--- src/rtl/multicycle_ctrl.sv ---
// multicycle_ctrl: IF/ID/EX/MEM/WB sequencer driving Fetch plus imem/dmem req/ack handshakes.
// Define MC_PERF_CNT_EN to add the cycle_cnt/instr_cnt performance counters.
module multicycle_ctrl #(
   parameter int TIMEOUT = 15,
   parameter int TMO_W   = 4
) (
   input  logic        Clock,
   input  logic        Reset,
   input  logic [5:0]  Opcode,
   input  logic [5:0]  Funct,
   input  logic        Zero,
   input  logic        imem_ack,
   input  logic        dmem_ack,
   output logic        imem_req,
   output logic        dmem_req,
   output logic        dmem_we,
   output logic        IRWrite,
   output logic        PCWrite,
   output logic        Jump,
   output logic        Branch,
   output logic        RegWrite,
   output logic        MemToReg,
   output logic        ALUSrc,
   output logic        RegDst,
   output logic [1:0]  ALUOp,
   output logic        halt,
   output logic        err,
`ifdef MC_PERF_CNT_EN
   output logic [31:0] cycle_cnt,
   output logic [31:0] instr_cnt,
`endif
   output logic [2:0]  state
);

   localparam logic [2:0] S_IDLE = 3'd0;
   localparam logic [2:0] S_IF   = 3'd1;
   localparam logic [2:0] S_ID   = 3'd2;
   localparam logic [2:0] S_EX   = 3'd3;
   localparam logic [2:0] S_MEM  = 3'd4;
   localparam logic [2:0] S_WB   = 3'd5;
   localparam logic [2:0] S_HALT = 3'd6;
   localparam logic [2:0] S_ERR  = 3'd7;

   localparam logic [5:0] OP_R    = 6'b000000;
   localparam logic [5:0] OP_J    = 6'b000010;
   localparam logic [5:0] OP_BEQ  = 6'b000100;
   localparam logic [5:0] OP_ADDI = 6'b001000;
   localparam logic [5:0] OP_LW   = 6'b100011;
   localparam logic [5:0] OP_SW   = 6'b101011;
   localparam logic [5:0] OP_HALT = 6'b111111;

   logic [2:0]       state_q, state_d;
   logic [TMO_W-1:0] tmo_q, tmo_d;
   logic             waiting;
   logic             tmo_hit;

   // Funct feeds ALU control and Zero feeds Fetch directly; neither steers sequencing.
   logic unused_inputs;
   assign unused_inputs = ^{Funct, Zero};

   assign tmo_hit = (tmo_q == TMO_W'(TIMEOUT));

   always_comb begin
      state_d  = state_q;
      waiting  = 1'b0;
      imem_req = 1'b0;
      dmem_req = 1'b0;
      dmem_we  = 1'b0;
      IRWrite  = 1'b0;
      PCWrite  = 1'b0;
      Jump     = 1'b0;
      Branch   = 1'b0;
      RegWrite = 1'b0;
      MemToReg = 1'b0;
      ALUSrc   = 1'b0;
      RegDst   = 1'b0;
      ALUOp    = 2'b00;
      case (state_q)
         S_IDLE: state_d = S_IF;
         S_IF: begin
            imem_req = 1'b1;
            if (imem_ack) begin
               IRWrite = 1'b1;
               state_d = S_ID;
            end else if (tmo_hit) begin
               state_d = S_ERR;
            end else begin
               waiting = 1'b1;
            end
         end
         S_ID: begin
            case (Opcode)
               OP_J: begin
                  PCWrite = 1'b1;
                  Jump    = 1'b1;
                  state_d = S_IF;
               end
               OP_HALT:                             state_d = S_HALT;
               OP_R, OP_ADDI, OP_LW, OP_SW, OP_BEQ: state_d = S_EX;
               default:                             state_d = S_ERR;
            endcase
         end
         S_EX: begin
            case (Opcode)
               OP_R: begin
                  ALUOp   = 2'b10;
                  RegDst  = 1'b1;
                  state_d = S_WB;
               end
               OP_ADDI: begin
                  ALUSrc  = 1'b1;
                  state_d = S_WB;
               end
               OP_LW, OP_SW: begin
                  ALUSrc  = 1'b1;
                  state_d = S_MEM;
               end
               // Fetch qualifies Branch with Zero itself, so PCWrite fires either way.
               OP_BEQ: begin
                  ALUOp   = 2'b01;
                  Branch  = 1'b1;
                  PCWrite = 1'b1;
                  state_d = S_IF;
               end
               default: state_d = S_ERR;
            endcase
         end
         S_MEM: begin
            dmem_req = 1'b1;
            dmem_we  = (Opcode == OP_SW);
            ALUSrc   = 1'b1;
            if (dmem_ack) begin
               if (Opcode == OP_SW) begin
                  PCWrite = 1'b1;
                  state_d = S_IF;
               end else begin
                  state_d = S_WB;
               end
            end else if (tmo_hit) begin
               state_d = S_ERR;
            end else begin
               waiting = 1'b1;
            end
         end
         S_WB: begin
            RegWrite = 1'b1;
            PCWrite  = 1'b1;
            MemToReg = (Opcode == OP_LW);
            RegDst   = (Opcode == OP_R);
            state_d  = S_IF;
         end
         S_HALT:  state_d = S_HALT;
         default: state_d = S_ERR;
      endcase
   end

   always_comb begin
      tmo_d = '0;
      if (state_d == state_q && waiting) tmo_d = tmo_q + 1'b1;
   end

   always_ff @(posedge Clock or negedge Reset) begin
      if (!Reset) begin
         state_q <= S_IDLE;
         tmo_q   <= '0;
      end else begin
         state_q <= state_d;
         tmo_q   <= tmo_d;
      end
   end

   assign halt  = (state_q == S_HALT);
   assign err   = (state_q == S_ERR);
   assign state = state_q;

`ifdef MC_PERF_CNT_EN
   logic [31:0] cycle_cnt_q, instr_cnt_q;

   always_ff @(posedge Clock or negedge Reset) begin
      if (!Reset) begin
         cycle_cnt_q <= '0;
         instr_cnt_q <= '0;
      end else begin
         if (state_q != S_IDLE && state_q != S_HALT && state_q != S_ERR)
            cycle_cnt_q <= cycle_cnt_q + 32'd1;
         if (PCWrite)
            instr_cnt_q <= instr_cnt_q + 32'd1;
      end
   end

   assign cycle_cnt = cycle_cnt_q;
   assign instr_cnt = instr_cnt_q;
`endif

endmodule
--- config.mk ---
export PLATFORM = sky130hd
export DESIGN_NAME = multicycle_ctrl
export DESIGN_NICKNAME = d
export VERILOG_FILES = /design/src/rtl/multicycle_ctrl.sv
export SDC_FILE = /design/constraint.sdc
export NUM_CORES = 1
export LEC_CHECK = 0
export BUFFER_PORTS_ARGS = -buffer_cell sky130_fd_sc_hd__buf_2
export CAP_MARGIN = 20
export CORE_UTILIZATION = 43
export DETAILED_ROUTE_END_ITERATION = 16
export PLACE_DENSITY = 0.84
export SYNTH_ARGS = -nofsm -noshare
export SYNTH_HDL_FRONTEND = slang
export SYNTH_SLANG_ARGS = --single-unit
--- constraint.sdc ---
create_clock -name Clock -period 1.76 [get_ports Clock]
set_input_delay 0.352 -clock Clock [delete_from_list [all_inputs] [get_ports Clock]]
set_output_delay 0.352 -clock Clock [all_outputs]
set_load 0.02 [all_outputs]
Word level (Yosys, flattened, before mapping)
Index checks and enable logic that the tools add are counted.
- add/subtract/negate cells: 1
- equality and inequality tests: 15
- reduce and logical (&&, ||, !) cells: 8
- mux-type cells: 32
- operators with widths (kind ; count):
    == test 6 bit, second input constant ; 3
    two-way mux 1 bit ; 18
    one-hot mux 3 bit (3 select lines) ; 2
    one-hot mux 3 bit (6 select lines) ; 1
    == test 3 bit, second input constant ; 4
    two-way mux 3 bit ; 4
    == test 3 x 2 -> 1 bit, second input constant ; 2
    == test 6 x 2 -> 1 bit, second input constant ; 1
    == test 6 x 3 -> 1 bit, second input constant ; 1
    == test 6 x 4 -> 1 bit, second input constant ; 1
    zero test 6 bit ; 1
    one-hot mux 1 bit (2 select lines) ; 3
    OR reduction 2 bit ; 3
    OR reduction 5 bit ; 1
    adder 4 x 1 -> 4 bit, second input constant ; 1
    == test 4 bit, second input constant ; 1
    two-way mux 4 bit ; 1
    one-hot mux 1 bit (4 select lines) ; 1
    one-hot mux 2 bit (2 select lines) ; 1
    == test 3 x 1 -> 1 bit, second input constant ; 1
    == test 3 bit ; 1
    zero test 3 bit ; 1
    OR reduction 3 bit ; 1
    two-way mux 2 bit ; 1
    logical AND 1 bit ; 1
- bits in registers: 7
- output and inout bits: 18

Longest topological paths before layout
- word-level depth: 7
- mapped depth: 5

Least setup slack after synthesis
No wires, ideal clock.
- kind: register -> output
- start: register state_q[1], in the netlist state[1]
- end: output MemToReg
- cell stages (with the launch flop): 4
- path slack: -0.229 ns
- data arrival time: 1.637 ns
- data required time: 1.408 ns
- buffers on the path: 1
- cells stage by stage: dfrtp_1 -> clkbuf_1 -> nand3b_1 -> nor4bb_1
- longest elaborated chain between the ends: 2
- RTL lines (what ; line ; RTL):
    from (decl) ; 52 ; logic [2:0] state_q, state_d;
    from (signal assigned) ; 167 ; state_q <= state_d;
    == test 3 bit ; 78 ; case (state_q)
    two-way mux 1 bit ; 78 ;
    to (decl) ; 22 ; output logic MemToReg,
Every way passes these cells.

Worst setup path after layout
- start: register state_q[1], in the netlist state[1]
- end: output PCWrite
- longest elaborated chain between the ends: 2
- elaborated cells on any way between the ends: 5
- RTL lines (what ; line ; RTL):
    == test 3 bit or == test 3 x 2 -> 1 bit (tied branches) ; 78 ;
    one-hot mux 1 bit (4 select lines) * ; 78 ;
    to (decl) ; 18 ; output logic PCWrite,
Mark *: on every way between the ends. The rest lies on a longest branch, timed or not.

==> metrics.md <==
| Metric | Value |
|---|---|
| RSZ-0062 raised after global routing | true |
| CP Data Required Time | 1410 ps |
| Worst Tran Pin Value | 221 ps |
| Fin util | between 70% and 80% |
| Die extent in x | about 40 um |
| Drc violations | 0 |
| Post-DRT Antenna Nets | 0 |
| DPL Wire Length | 1350 um |
| Crit end category | output port |
| Critical Path Fanout Max | 6 |
| GRT overflow | 0 |
| Hold WC Path Type | input pin to flip-flop |
| Number of register bits inferred by synthesis | 7 |
| Post-synth cell types | 40 |
| Clk Latency, worst-skew pair | between 200 and 250 ps |
| Commonest cells after routing, fill and taps aside | buf_2, buf_4, nor2_1, nand3_1, dfrtp_1 |
| Max-cap viol count | 0 |
| Global-route wire length before repair | about 2600 um |
| RePlAce Congestion | a little under 0.9 |
| Drt wl/cell | about 14 um |
| Power Density | slightly above 600 mW/mm^2 |
| Cell Area, Synth | ~660 um^2 |
| Vias in the first global route | 636 |
| Initial Util | approximately half |
| Syn-to-layout area delta | 46.6% |
| Worst-path clk slew | roughly 50 ps |
| Die area | 0.00170 mm^2 |
| Max clock buf depth | 2 |
| Vias | just under 800 |
| Hold path depth | 3 |
| Register area share after synthesis | between 20% and 30% |
| Worst Setup Start Kind | flip-flop |
| First-pass detailed-route iteration total | 4 |
| VDD IR max | a little over 600 uV |
| TritonCTS Buffers | 3 |
| Total leakage power | roughly 0.45 nW |
| Crit path arrival time | 1510 ps |
| Antenna violations before repair | 0 |
| Yosys warnings | 0 |
| Worst relative slew slack | 85.1% |
| Status | finished with violations |
| Mapped Nets | 101 |
| Pwr Total | 595 uW |
| Final setup viols | 4 |
| Final hold violations | 0 |
| FP Rows | 13 |
| Crit Path Category | flip-flop to output port |
| Number of port buffers | 27 |
| Mean post-synth cell area | between 7 and 8 um^2 |
| Core Box Area | between 0.001 and 0.0015 mm^2 |
| DR iter-0 viols | 26 |
| CTS tree | yes |
| Setup WS post-layout | -102 ps |
| Violated checks | setup timing |
| WHS | 426 ps |
| CTS sink cnt | 7 |
| Fin Setup TNS | -217 ps |
| # diodes | 0 |
| H-tree depth | 1 |
| Fill count | ~120 |
| Commonest non-fill, non-tap cell in the layout | buf_2 |
| Worst Clk Skew | around 4.9 ps |
| Post-layout min period | 1860 ps |
| Pin count of the biggest net entering global routing | 12 |
| # nets final | between 100 and 150 |
| Clock root buffer | clkbuf_4 |
| F_max | around 540 MHz |
| Post-route clock period utilization | 106% |
| Via/cell ratio | about 5.7 |
| IO Pins | 35 |
| Reg2Reg Depth | 6 |
| Die height | around 41 um |
| Final Max Slew Viols | 0 |
| GRT Total Usage | between 20% and 30% |
| WL final | 1850 um |
| Synth Instances | slightly above 80 |
| Share of layout cells above drive strength 1 | between 40% and 50% |
==> worst paths after layout <==
check / start / to / slack [ps]
setup / recovery: state[1] / PCWrite / -100
hold / removal: imem_ack / state[1] / 430
setup reg to reg: state[1] / tmo_q[3] / 290
hold reg to reg: tmo_q[0] / tmo_q[0] / 490
max in group asynchronous: Reset / state[1] / 1130
min in group asynchronous: Reset / tmo_q[0] / 460
==> worst max-delay path: stages, from the launching register on <==
cell and delay, ps:
dfrtp_2 430, and3b_1 190, and4_4 160, a41oi_2 180
o311ai_2 130, buf_4 180
==> cells in the mapped netlist <==
master     count  area [um^2]
a32oi_1        1         8.76
nand2_1        3         11.3
nor2b_1        2         12.5
nor2_1        12         45.0
o21ai_1        1         5.00
inv_1          4         15.0
xor2_1         1         8.76
a2bb2oi_1      1         8.76
o22ai_1        1         6.26
o21ai_0        4         20.0
nand3_1        7         35.0
nor3b_1        1         7.51
nand4b_1       1         8.76
nand4_1        1         6.26
a41oi_2        1         16.3
a31oi_1        1         6.26
or3b_4         1         11.3
o21ai_2        1         8.76
dfrtp_1        7          175
nor3_2         1         10.0
nor2_2         1         6.26
a21oi_1        4         20.0
nor3_1         2         10.0
a41oi_1        1         8.76
o311ai_2       1         16.3
xnor2_1        1         8.76
and4_4         1         11.3
nand3b_1       1         7.51
ha_1           1         12.5
nor3b_2        1         12.5
o211ai_1       2         15.0
nor4bb_1       1         10.0
and3_1         3         18.8
and3b_1        1         8.76
clkbuf_1       3         11.3
buf_6          2         22.5
and2_1         1         6.26
nand2b_1       2         12.5
buf_4          1         7.51
o31ai_1        1         7.51
==> routing by layer <==
| layer | share of wire (%) | wire length (um) | vias to the layer above | global-route usage (%) |
|---|---|---|---|---|
| li1 | - | - | 383 | - |
| met1 | 43 | 802 | 361 | 28.7 |
| met2 | 51 | 944 | 34 | 43.8 |
| met3 | 5.7 | 105 | 0 | 4.89 |
| met4 | 0 | 0 | 0 | 0 |
| met5 | 0 | 0 | - | 0 |
==> through the flow <==
stage / instances / setup WS, ps / cell area [um^2]
detailed placement: 128 / 75.4 / 852
floorplan: 83 / -71.7 / 672
CTS: 135 / -89.1 / 927
finish: 137 / -102 / 968
global placement: 128 / 56.8 / 852
global route: 137 / -149 / 968
==> power by group <==
group          total (mW)  switching, mW  internal (mW)
combinational       0.274          0.159          0.114
sequential          0.184         0.0112          0.173
clock               0.137         0.0513         0.0860
total               0.595          0.222          0.373
==> sequential cells by signal, summed over array words and instances, names as in the netlist <==
name,count
tmo_q,4
state,3
==> kinds of logic (layout without fill, tap and decap cells) <==
family / count (synthesis) / in the layout / share of synthesized area, %
AOI/OAI and AO/OA: 20 / 20 / 22.4
xor gates and xnor gates: 2 / 2 / 2.65
adders and majority gates: 1 / 1 / 1.89
buffers and inverters: 10 / 49 / 8.52
DFF: 7 / 7 / 26.5
and+or+nand+nor: 43 / 43 / 38.1
==> layout make-up <==
cell class,instances,area (um^2),area share (%)
Sequential cell,7,176,18.2
Inverter,4,17.5,1.81
Multi-Input combinational cell,66,454,46.9
Clock buffer,4,26.3,2.71
Tap cell,15,18.8,1.94
Timing Repair Buffer,41,275,28.4
==> what timing repair did <==
| item | in CTS | in global routing |
|---|---|---|
| pin swaps | 5 | 1 |
| hold buffers | 1 | 0 |
| buffers inserted | 3 | 2 |
| gates cloned | 0 | 0 |
| endpoints found under the setup margin | 6 | 5 |
| endpoints found under the hold margin | 7 | 0 |
| resized for setup | 8 | 9 |
(Power assumes the default switching activity.)
